## src/rtl/riscv_data.sv

```systemverilog
// Shared SoC constants and types for the memory-mapped UART transmitter.
package riscv_data;

    localparam logic [31:0] uart_address      = 32'h0001_0000;
    localparam int          UART_CLKS_PER_BIT = 104;

    typedef enum logic [1:0] {
        IDLE  = 2'd0,
        START = 2'd1,
        DATA  = 2'd2,
        STOP  = 2'd3
    } uart_state_t;

endpackage

```

## src/rtl/uart_baud_gen.sv

```systemverilog
// Bit-period counter 0..CLKS_PER_BIT-1 with synchronous clear; tick is high on the last count.
// No latency beyond the counter register; no backpressure, runs freely unless cleared.
module uart_baud_gen #(
    parameter int CLKS_PER_BIT = 104
) (
    input  logic clk,
    input  logic reset,
    input  logic clear,
    output logic tick
);

    localparam int CW = (CLKS_PER_BIT > 2) ? $clog2(CLKS_PER_BIT) : 1;
    localparam logic [CW-1:0] LAST = CW'(CLKS_PER_BIT - 1);

    logic [CW-1:0] cnt;

    assign tick = (cnt == LAST);

    always_ff @(posedge clk) begin
        if (reset || clear || tick) begin
            cnt <= '0;
        end else begin
            cnt <= cnt + 1'b1;
        end
    end

endmodule

```

## src/rtl/uart_tx.sv

```systemverilog
// 8N1 transmit-only UART; start bit leaves on the accepting edge, 10 bit periods per frame.
// Requests arriving while xfer_done=0 are dropped; a held request chains frames with no gap.
module uart_tx
    import riscv_data::*;
#(
    parameter int CLKS_PER_BIT = UART_CLKS_PER_BIT
) (
    input  logic       hs_clk,
    input  logic       reset,
    input  logic [7:0] tx_data,
    input  logic       tx_data_ready,
    output logic       txd,
    output logic       xfer_done
);

    uart_state_t state, state_nx;
    logic [7:0]  shreg, shreg_nx;
    logic [2:0]  bit_cnt, bit_cnt_nx;
    logic        txd_nx, done_nx;
    logic        tick;

    // Holding the counter cleared while idle aligns bit periods to the accepting edge.
    uart_baud_gen #(.CLKS_PER_BIT(CLKS_PER_BIT)) u_baud (
        .clk   (hs_clk),
        .reset (reset),
        .clear (state == IDLE),
        .tick  (tick)
    );

    always_ff @(posedge hs_clk) begin
        if (reset) begin
            state     <= IDLE;
            shreg     <= '0;
            bit_cnt   <= '0;
            txd       <= 1'b1;
            xfer_done <= 1'b1;
        end else begin
            state     <= state_nx;
            shreg     <= shreg_nx;
            bit_cnt   <= bit_cnt_nx;
            txd       <= txd_nx;
            xfer_done <= done_nx;
        end
    end

    always_comb begin
        state_nx   = state;
        shreg_nx   = shreg;
        bit_cnt_nx = bit_cnt;
        txd_nx     = txd;
        done_nx    = xfer_done;
        case (state)
            IDLE: begin
                txd_nx  = 1'b1;
                done_nx = 1'b1;
                if (tx_data_ready) begin
                    state_nx   = START;
                    shreg_nx   = tx_data;
                    bit_cnt_nx = '0;
                    txd_nx     = 1'b0;
                    done_nx    = 1'b0;
                end
            end
            START: begin
                if (tick) begin
                    state_nx = DATA;
                    txd_nx   = shreg[0];
                end
            end
            DATA: begin
                if (tick) begin
                    shreg_nx   = {1'b0, shreg[7:1]};
                    bit_cnt_nx = bit_cnt + 3'd1;
                    if (bit_cnt == 3'd7) begin
                        state_nx = STOP;
                        txd_nx   = 1'b1;
                    end else begin
                        txd_nx   = shreg[1];
                    end
                end
            end
            STOP: begin
                if (tick) begin
                    // The edge that would raise xfer_done doubles as an accept edge.
                    if (tx_data_ready) begin
                        state_nx   = START;
                        shreg_nx   = tx_data;
                        bit_cnt_nx = '0;
                        txd_nx     = 1'b0;
                        done_nx    = 1'b0;
                    end else begin
                        state_nx = IDLE;
                        done_nx  = 1'b1;
                    end
                end
            end
            default: state_nx = IDLE;
        endcase
    end

endmodule

```

## config.mk

```make
export PLATFORM = sky130hd
export DESIGN_NAME = uart_tx
export DESIGN_NICKNAME = d
export VERILOG_FILES = /design/src/rtl/riscv_data.sv /design/src/rtl/uart_baud_gen.sv /design/src/rtl/uart_tx.sv
export SDC_FILE = /design/constraint.sdc
export NUM_CORES = 1
export LEC_CHECK = 0
export CAP_MARGIN = 15
export CELL_PAD_IN_SITES_DETAIL_PLACEMENT = 2
export CELL_PAD_IN_SITES_GLOBAL_PLACEMENT = 2
export CORE_UTILIZATION = 36
export DETAILED_ROUTE_END_ITERATION = 10
export PLACE_DENSITY = 0.85
export SYNTH_ARGS = -nofsm -noshare
export SYNTH_HDL_FRONTEND = slang
export SYNTH_HIERARCHICAL = 1
export SYNTH_SLANG_ARGS = --single-unit
```

## constraint.sdc

```tcl
create_clock -name hs_clk -period 2.5 [get_ports hs_clk]
set_clock_uncertainty 0.2 [all_clocks]
set_input_delay 0.375 -clock hs_clk [delete_from_list [all_inputs] [get_ports hs_clk]]
set_output_delay 0.375 -clock hs_clk [all_outputs]
set_load 0.02 [all_outputs]
```

==> reports/qor.yml <==
async_flop_share_pct: 0
synth_fa_ha_area_share_pct: 8.789
synth_top_area_share_pct: 34.38
avgSynthCellArea_um2: 10.17
fin_crit_sh_pct: 87.11
io_buffers: 12
max-vdd-ir-drop_mv: 0.3302
postCtsSetupBuffers: 0
drc_errors: 0
netlist_top_cells_count: "22 x dfxtp_1, 10 x mux2i_1, 9 x ha_1"
core_area_um2: 3363
met2WireLength_um: 1488
synth_area_leaders: "dfxtp_1 34%, ha_1 8.8%, mux2i_1 7.8%, a211oi_2 6.8%, a21oi_2 4.1%"
htree_levels: 1
grt_usage_pct: 17.04
die_width_um: 61.66
clockBufferDepth: 2
ys_warn_count: 6
ant_nets: 0
synth-compound-area-share_pct: 26.27
power.leakage_nw: 0.5188
worst_slack_ps: 322.3
via_per_inst: 5.330
yosys.area.top_type: "dfxtp_1"
path_cells: "inv_1, ha_1, o21ba_1, a21oi_1, a211oi_2"
clkSinkCount: 22
syn2layout_area_growth_pct: 13.67
tritoncts: "yes"
m1WireLength_um: 1304
synthMuxAreaShare_pct: 8.984
drv_cap: 0
synth_fp_nets: 146
rows: 21
yosysSeqAreaShare_pct: 34.37
critPathSlowestCell: "o21ba_1"
ys_seq_elements: 22
fmax_ghz: 0.4592
highest_layer: "met4"
fin_nets: 160
worstSetupStartpoint: "state[0]"
max_slew_margin_pct: 64.80
drtPass1Iterations: 3
cpPeakStageDelay_ps: 550
cts.reportedPaths.clkPinSlew_ps: 130
ios: 13
synthMostInstantiatedCell: "dfxtp_1"
die_y_um: 61.66
grt_setup_unrepaired: "false"
synth_edf_count: 0
min_from: "u_baud/cnt[0]"
grt_pass1_vias: 974
placed_area_um2: 1420
endpoint_kind: "register"
r2r-start: "state[0]"
synthesis.area_um2: 1281
outcome: "finished, final reports clean"
routed_wl_um: 2862
met3_length_um: 49
antenna_cells: 0
regArea_um2: 440.4
cts_hold_buffers: 0
grt_max_degree: 13
drtIter0Drc: 10
gp_congestion: 0.7639
antenna_found_initial: 0
design.die.area_um2: 3801
grt_pass1_wl_um: 4726
worstSkewPairLatency_ps: 310
fin_setup_tns_ps: 0
syn_inst: 126
dp_hpwl_um: 2247
dr_total_vias: 986
power_density_nw_per_um2: 1001
drive_above_1_share_pct: 20.86
multi_input_area_um2: 757.0
tightest_slew_ps: 527.9
synthXorXnorAreaFrac_pct: 2.051
critPathArrivalTime_ps: 2220
overflow: 0
post-place-ws_ps: 355.0
synth_top_family_by_area: "compound AO/OA/AOI/OAI gates"
setup_viol: 0
cp_max_fo: 12
finalPower_w: 0.001459
cts_root_buf: "clkbuf_4"
required_ps: 2550
stdcell_area_um2: 1456
min_period_ps: 2178
hold_viol: 0
initial_core_util_pct: 38.10
ys.flop_type: "dfxtp_1"
hp-class: "register to register"
critPathKind: "register to register"
numCtsBuffers: 3
wl_per_cell_um: 15.47
synth_cell_types: 36
cts_resized: 0
slew_violations: 0
fillers: 376
synth-simple-area-share_pct: 12.99
critPathLaunchType: "register"
==> power breakdown <==
part	leakage, nW	internal, W	switching, W	total, W
combinational	0.318	0.000340	0.000402	0.000742
clock	0.0210	0.0000889	0.000112	0.000201
sequential	0.180	0.000439	0.0000759	0.000515
total	0.519	0.000868	0.000590	0.00146
==> sequential cells by signal, summed over array words and instances, names as in the netlist <==
name        cells
txd             1
u_baud/cnt      7
xfer_done       1
shreg           8
bit_cnt         3
state           2
==> routing by layer <==
metal,global-route usage (%),vias up
li1,-,480
met1,21.29,499
met2,29.80,5
met3,3.782,2
met4,3.810,0
met5,0,-
==> cells by family (layout without fill, tap and decap cells) <==
logic type               after synthesis  in the layout
buffers and inverters                 12             25
multiplexers                          11             11
adder cells (fa/ha/maj)                9              9
AND/OR/NAND/NOR                       29             29
flip-flops                            22             22
AO/OA/AOI/OAI                         40             40
XOR/XNOR                               3              3
==> cells in the final DEF, fill, tap and decap left out, drive strengths merged, types with 4 or more instances in the layout <==
cell	synthesis	final
dfxtp	22	22
nand2	6	6
o21ai	9	9
nand3	4	4
clkbuf	0	4
mux2i	10	10
clkdlybuf4s50	0	12
a211oi	7	7
a21oi	14	14
inv	6	6
nor2	8	8
ha	9	9
==> metrics by stage <==
stage / instances / util [%] / hold WS [ps]
2_1_floorplan: 126 / - / 239.6
3_3_place_gp: 181 / 42.22 / 261.4
3_5_place_dp: 181 / 42.22 / 269.5
4_1_cts: 185 / 43.30 / 297.1
5_1_grt: 185 / 43.30 / 322.3
6_report: 185 / 43.30 / 291.5
==> final timing paths <==
path / endpoint / slack [ps] / cells after the start
worst min-delay path: u_baud/cnt[0] / 290 / 1
worst max-delay path: shreg[0] / 320 / 5
worst min register to register: u_baud/cnt[0] / 290 / 1
worst max register to register: shreg[0] / 320 / 5
==> worst max-delay path: cells and delay by family (launching register included) <==
kind / cells / cell delay [ps]
AOI/OAI and AO/OA: 3 / 910
adders and majority gates: 1 / 470
buffers and inverters: 1 / 130
DFF: 1 / 400
==> layout make-up <==
cell class	instances	share of cell area (%)
Inverter	6	1.546
Tap cell	46	3.952
Clock buffer	4	2.491
Timing Repair Buffer	15	9.794
Sequential cell	22	30.24
Multi-Input combinational cell	92	51.98
Power figures use the tool's default switching activity.
